File: src/rtl/pmod_pkg.sv
// Shared constants and helpers for the PMOD IIC adapter.
// Pin indices map PMOD connector pin numbers onto the 8-bit pin vectors.
package pmod_pkg;

  localparam int unsigned PMOD_PIN1  = 0;
  localparam int unsigned PMOD_PIN2  = 1;
  localparam int unsigned PMOD_PIN3  = 2;
  localparam int unsigned PMOD_PIN4  = 3;
  localparam int unsigned PMOD_PIN7  = 4;
  localparam int unsigned PMOD_PIN8  = 5;
  localparam int unsigned PMOD_PIN9  = 6;
  localparam int unsigned PMOD_PIN10 = 7;

  // Ceiling log2; clog2(1) = 0.
  function automatic int unsigned clog2(input int unsigned value);
    int unsigned res;
    res = 0;
    for (int unsigned i = 0; i < 32; i++) begin
      if ((64'd1 << i) < 64'(value)) res = i + 1;
    end
    return res;
  endfunction

endpackage

File: src/rtl/pmod_sync_filter.sv
// One-bit synchroniser followed by a glitch filter that only accepts a new
// level after FILTER_LEN consecutive differing synced samples.
module pmod_sync_filter
  import pmod_pkg::*;
#(
  parameter int unsigned SYNC_STAGES = 2,
  parameter int unsigned FILTER_LEN  = 3,
  parameter bit          RESET_VAL   = 1'b1
) (
  input  logic clk_i,
  input  logic rst_ni,
  input  logic d_i,
  output logic q_o
);

  if (SYNC_STAGES < 2) begin : g_bad_sync
    $error("pmod_sync_filter: SYNC_STAGES must be at least 2");
  end

  logic [SYNC_STAGES-1:0] sync_q;
  logic                   synced;

  always_ff @(posedge clk_i or negedge rst_ni) begin
    if (!rst_ni) begin
      sync_q <= {SYNC_STAGES{RESET_VAL}};
    end else begin
      sync_q <= {sync_q[SYNC_STAGES-2:0], d_i};
    end
  end

  assign synced = sync_q[SYNC_STAGES-1];

  if (FILTER_LEN == 0) begin : g_bypass
    assign q_o = synced;
  end else begin : g_filter
    localparam int unsigned CntW = clog2(FILTER_LEN + 1);
    localparam logic [CntW-1:0] CntLast = CntW'(FILTER_LEN - 1);

    logic [CntW-1:0] cnt_q, cnt_d;
    logic            out_q, out_d;

    // Counter only runs while the synced level disagrees with the output.
    always_comb begin
      out_d = out_q;
      cnt_d = '0;
      if (synced != out_q) begin
        if (cnt_q == CntLast) begin
          out_d = synced;
        end else begin
          cnt_d = cnt_q + 1'b1;
        end
      end
    end

    always_ff @(posedge clk_i or negedge rst_ni) begin
      if (!rst_ni) begin
        cnt_q <= '0;
        out_q <= RESET_VAL;
      end else begin
        cnt_q <= cnt_d;
        out_q <= out_d;
      end
    end

    assign q_o = out_q;
  end

endmodule

File: src/rtl/pmod_iic_port.sv
// PMOD connector to IIC master adapter: pin muxing, filtered inputs,
// sticky interrupt capture and stuck-low SCL detection.
module pmod_iic_port
  import pmod_pkg::*;
#(
  parameter int unsigned SCL_IDX        = PMOD_PIN3,
  parameter int unsigned SDA_IDX        = PMOD_PIN4,
  parameter int unsigned IRQ_IDX        = PMOD_PIN1,
  parameter bit          IRQ_ACTIVE_LOW = 1'b1,
  parameter int unsigned SYNC_STAGES    = 2,
  parameter int unsigned FILTER_LEN     = 3,
  parameter bit          OPEN_DRAIN     = 1'b1,
  parameter int unsigned STUCK_CYCLES   = 100000
) (
  input  logic       clk,
  input  logic       reset_n,
  input  logic [7:0] pmod_i,
  output logic [7:0] pmod_o,
  output logic [7:0] pmod_t,
  output logic       scl_i,
  input  logic       scl_o,
  input  logic       scl_t,
  output logic       sda_i,
  input  logic       sda_o,
  input  logic       sda_t,
  input  logic       irq_clear,
  output logic       irq,
  output logic       irq_level,
  output logic       bus_stuck
);

  if (SCL_IDX > 7 || SDA_IDX > 7 || IRQ_IDX > 7) begin : g_bad_range
    $error("pmod_iic_port: pin index outside 0..7");
  end
  if (SCL_IDX == SDA_IDX || SCL_IDX == IRQ_IDX || SDA_IDX == IRQ_IDX) begin : g_bad_alias
    $error("pmod_iic_port: SCL_IDX, SDA_IDX and IRQ_IDX must be distinct");
  end
  if (STUCK_CYCLES < 1) begin : g_bad_stuck
    $error("pmod_iic_port: STUCK_CYCLES must be at least 1");
  end

  localparam logic [2:0] SclPin = SCL_IDX[2:0];
  localparam logic [2:0] SdaPin = SDA_IDX[2:0];
  localparam logic [2:0] IrqPin = IRQ_IDX[2:0];

  localparam int unsigned StuckW = clog2(STUCK_CYCLES + 1);
  localparam logic [StuckW-1:0] StuckMax = StuckW'(STUCK_CYCLES);

  logic scl_filt, sda_filt, irq_filt;
  logic unused_pins;

  // Only the three mapped pins feed logic; the rest are inputs by design.
  assign unused_pins = ^pmod_i;

  pmod_sync_filter #(
    .SYNC_STAGES(SYNC_STAGES),
    .FILTER_LEN (FILTER_LEN),
    .RESET_VAL  (1'b1)
  ) u_scl_filter (
    .clk_i (clk),
    .rst_ni(reset_n),
    .d_i   (pmod_i[SclPin]),
    .q_o   (scl_filt)
  );

  pmod_sync_filter #(
    .SYNC_STAGES(SYNC_STAGES),
    .FILTER_LEN (FILTER_LEN),
    .RESET_VAL  (1'b1)
  ) u_sda_filter (
    .clk_i (clk),
    .rst_ni(reset_n),
    .d_i   (pmod_i[SdaPin]),
    .q_o   (sda_filt)
  );

  pmod_sync_filter #(
    .SYNC_STAGES(SYNC_STAGES),
    .FILTER_LEN (FILTER_LEN),
    .RESET_VAL  (1'b1)
  ) u_irq_filter (
    .clk_i (clk),
    .rst_ni(reset_n),
    .d_i   (pmod_i[IrqPin]),
    .q_o   (irq_filt)
  );

  assign scl_i = scl_filt;
  assign sda_i = sda_filt;

  // Open-drain mode never drives high: a '1' from the master just releases.
  always_comb begin
    pmod_o = '0;
    pmod_t = '1;
    if (OPEN_DRAIN) begin
      pmod_t[SclPin] = scl_t | scl_o;
      pmod_t[SdaPin] = sda_t | sda_o;
    end else begin
      pmod_o[SclPin] = scl_o;
      pmod_t[SclPin] = scl_t;
      pmod_o[SdaPin] = sda_o;
      pmod_t[SdaPin] = sda_t;
    end
  end

  logic              level_q;
  logic              irq_q, irq_d;
  logic [StuckW-1:0] stuck_cnt_q, stuck_cnt_d;

  assign irq_level = irq_filt ^ IRQ_ACTIVE_LOW;

  // A new edge outranks a simultaneous clear so no event is lost.
  always_comb begin
    irq_d = irq_q;
    if (irq_level && !level_q) begin
      irq_d = 1'b1;
    end else if (irq_clear) begin
      irq_d = 1'b0;
    end
  end

  always_comb begin
    stuck_cnt_d = stuck_cnt_q;
    if (scl_filt) begin
      stuck_cnt_d = '0;
    end else if (stuck_cnt_q != StuckMax) begin
      stuck_cnt_d = stuck_cnt_q + 1'b1;
    end
  end

  // level_q resets to the idle level so reset release is not seen as an edge.
  always_ff @(posedge clk or negedge reset_n) begin
    if (!reset_n) begin
      level_q     <= 1'b1 ^ IRQ_ACTIVE_LOW;
      irq_q       <= 1'b0;
      stuck_cnt_q <= '0;
    end else begin
      level_q     <= irq_level;
      irq_q       <= irq_d;
      stuck_cnt_q <= stuck_cnt_d;
    end
  end

  assign irq       = irq_q;
  assign bus_stuck = (stuck_cnt_q == StuckMax);

endmodule
File: config.mk
export PLATFORM = sky130hd
export DESIGN_NAME = pmod_iic_port
export DESIGN_NICKNAME = d
export VERILOG_FILES = /design/src/rtl/pmod_pkg.sv /design/src/rtl/pmod_sync_filter.sv /design/src/rtl/pmod_iic_port.sv
export SDC_FILE = /design/constraint.sdc
export NUM_CORES = 1
export LEC_CHECK = 0
export ABC_AREA = 1
export ABC_CLOCK_PERIOD_IN_PS = 1700
export CORE_MARGIN = 2
export CORE_UTILIZATION = 51
export DETAILED_ROUTE_END_ITERATION = 12
export PLACE_DENSITY = 0.79
export SLEW_MARGIN = 20
export SYNTH_ARGS = -nofsm -noshare
export SYNTH_HDL_FRONTEND = slang
export SYNTH_SLANG_ARGS = --single-unit
File: constraint.sdc
create_clock -name clk -period 1.7 [get_ports clk]
set_input_delay 0.51 -clock clk [delete_from_list [all_inputs] [get_ports clk]]
set_output_delay 0.51 -clock clk [all_outputs]
set_load 0.01 [all_outputs]
==> run summary, run 1 <==
Status = complete, but fails checks
Failing checks = negative setup slack
GRT overflow = 0
Post-synthesis cell type count = 27
Global-route wire length before repair = 5.98 mm
Worst-Skew Late Latency = 330 ps
CP Data Required Time = 1190 ps
GRT Total Usage = 0.196
Post-Synthesis Cells = 221
Sw Share = 0.296
Area Overhead vs Synth = 28.1%
Mapped Avg Cell Area = 8.01 um2
R2r worst-path depth = 7
Via density = 4.61
#FFs+latches synth = 34
Asr flop ratio synth = 1.00
Clock sinks = 34
DRT Wirelength = 3.52 mm
Leakage power = 0.00111 uW
Largest area contributor in the netlist = dfrtp_1
Largest cells by area after synthesis = dfrtp_1 35%, dfstp_2 13%, nand2_1 9.5%
PnR worst setup slack = -237 ps
Ys flop type = dfrtp_1
Die span in x = 62.9 um
Port-buffer cells = 16
Seq/Total Area, Yosys = 0.487
Crit path time final = 1940 ps
Fin. Hold Viols = 0
RePlAce Congestion = 0.904
Die Area = 0.00396 mm2
Worst path arrival time = 1430 ps
Initial DRC Count = 50
Pin count of the biggest net entering global routing = 35
Routed Antenna Nets = 0
Hold Crit Class = reg -> reg
Initial antenna violation count = 0
Max-slew headroom = 0.648
Vias in the first global route = 1362
CTS tree = built
# H-tree levels = 2
Chip Height = 62.9 um
DRC errors left = 0
Slew at the pin with the worst max-slew slack = 527 ps
Row cnt = 21
Critical path endpoint category = primary output
Crit share post-route = 1.14
Core area = 0.00334 mm2
CTS clk-pin slew, worst paths = 100 ps
NumNets Final = 285
Pwr dens = 1160 mW/mm2
Post-synth EDFFs = 0
Vias = 1453
Total CTS buffers = 5
Pins Over Slew Limit = 0
Finished Core Util = 0.680
Hold buffers post-CTS = 0
Hpwl dp = 2.43 mm
Setup Skew = 2.62 ps
# fillers = 277
Register share of total power = 0.411
Share of cells above drive strength 1 = 0.249
Setup CP Type = reg -> out
Yosys top cell area share = 0.353
IO Pins = 36
Achievable Freq = 516 MHz
Buffers from clock root to sink, at most = 2
Internal power = 1860 uW
Hold depth = 0
Drt wl/cell = 11.2 um
Setup WS pre-CTS = -497 ps
Net Sw Power = 780 uW
Critical path fanouts, max = 2
Clock group share of total power = 0.293
N_diodes = 0
Setup crit start kind = register
Starting Density = 0.531
Setup violations, final = 1
Root buffer cell = clkbuf_4
Worst vdd ir = 745 uV
First-pass DRT Iterations = 4
Logic pwr share = 0.296
RSZ-0062 raised after global routing = yes
YS warnings = 0
Max-cap violations = 0
Synthesized area = 0.00177 mm2
## through the flow
stage | area (um2) | power (uW) | std cells | hold WS, ps | setup TNS [ps]
after floorplan | 1820 | 1530 | 233 | 214 | 0
after global placement | 2120 | 1780 | 305 | 346 | -1220
after detailed placement | 2120 | 1820 | 305 | 347 | -1300
after CTS | 2250 | 2620 | 314 | 360 | -257
after global routing | 2270 | 2780 | 315 | 367 | -367
final | 2270 | 2640 | 315 | 361 | -237
## cell usage in the layout, fill, tap and decap left out, drive strengths merged
master         count
nand2             47
inv               35
buf               31
nor2              31
dfrtp             25
conb              14
nand3             12
o21ai             11
dfstp              9
a21oi              8
nor3               8
clkbuf             7
nand4              6
clkdlybuf4s50      5
dlygate4sd2        5
xnor2              3
or2                2
xor2               2
bufinv             2
clkdlybuf4s15      2
ha                 2
o22ai              1
mux2i              1
## critical path: stages, from the launching register on
cell and delay [ps]:
dfrtp_1 400, inv_2 80, ha_4 140, nand3_2 60
nor2_2 100, nand2_1 70, nor2_2 100, buf_2 140
## Yosys cell counts (6+ instances only)
library cell / number
buf_4: 14
inv_1: 34
nor2_1: 27
o21ai_0: 9
nand3_1: 11
nor3_1: 8
nand2_1: 45
a21oi_1: 8
nand4_1: 6
dfstp_2: 9
dfrtp_1: 25
## cell families (layout without fill, tap and decap cells)
kind of cell | after synthesis | count (layout) | synth area share
AND/OR/NAND/NOR | 106 | 106 | 0.264
buffers and inverters | 51 | 87 | 0.141
flip-flops | 34 | 34 | 0.487
AO/OA/AOI/OAI | 20 | 20 | 0.0594
XOR/XNOR | 5 | 5 | 0.0247
adder cells (fa/ha/maj) | 2 | 2 | 0.0141
other | 2 | 14 | 0.00424
multiplexers | 1 | 1 | 0.00565
## power by group through the flow
stage               sequential (uW)  clock [uW]  combinational, uW
detailed placement             1110           0                718
finish                         1080         772                779
global route                   1100         814                863
floorplan                      1120           0                406
global placement               1090           0                689
CTS                            1080         789                748
## sequential cells by signal (all words and copies together), names as in the netlist
signal and count:
u_scl_filter.q_o 1, u_scl_filter.sync_q 2, u_irq_filter.sync_q 2, stuck_cnt_q 17, u_sda_filter.sync_q 2, u_irq_filter.q_o 1, irq 1, u_sda_filter.q_o 1
u_irq_filter.g_filter.cnt_q 2, u_sda_filter.g_filter.cnt_q 2, u_scl_filter.g_filter.cnt_q 2, level_q 1
## final cells by class
type,count,area [um2],share of cell area
clock inverters,2,60.1,0.0265
well taps,46,57.6,0.0254
inverters,35,131,0.0579
multi-input cells,148,737,0.325
repair buffers,44,369,0.163
flip-flops and latches,34,862,0.380
clock buffers,6,51.3,0.0226
## metal layers
layer	up-vias	part of all wire	global-route usage
met5	-	0	0
met4	0	0.018	0.0806
met3	8	0.057	0.0523
met2	46	0.51	0.320
met1	645	0.42	0.245
li1	754	-	-
## final timing paths
kind,startpoint,endpoint,slack (ps)
min in group asynchronous,reset_n,u_scl_filter.g_filter.cnt_q[0]$_DFF_PN0_,530
max in group asynchronous,reset_n,u_irq_filter.q_o$_DFFE_PN1P_,930
worst max register to register,stuck_cnt_q[0]$_DFFE_PN0P_,stuck_cnt_q[8]$_DFFE_PN0P_,180
worst max-delay path,stuck_cnt_q[0]$_DFFE_PN0P_,bus_stuck,-240
worst min-delay path,u_sda_filter.sync_q[0]$_DFF_PN1_,u_sda_filter.sync_q[1]$_DFF_PN1_,360
worst min register to register,u_sda_filter.sync_q[0]$_DFF_PN1_,u_sda_filter.sync_q[1]$_DFF_PN1_,360
## what timing repair did
item | 4_1_cts | 5_1_grt
pin swaps | 4 | 4
hold endpoints to repair | 0 | 0
setup endpoints to repair | 7 | 3
buffers inserted | 1 | 1
resized for setup | 29 | 7
No activity file was read; power rests on OpenSTA's default activity.
==> run 2: changes to the inputs <==
Settings changed: ABC_CLOCK_PERIOD_IN_PS 1700 to default.
==> results of run 2 <==
The final DEF is identical to that of run 1; final timing and power are the same.
==> run 3: changes to the inputs <==
Settings changed: SLEW_MARGIN 20 to 25.
==> results of run 3 <==
The final DEF is identical to that of run 1; final timing and power are the same.
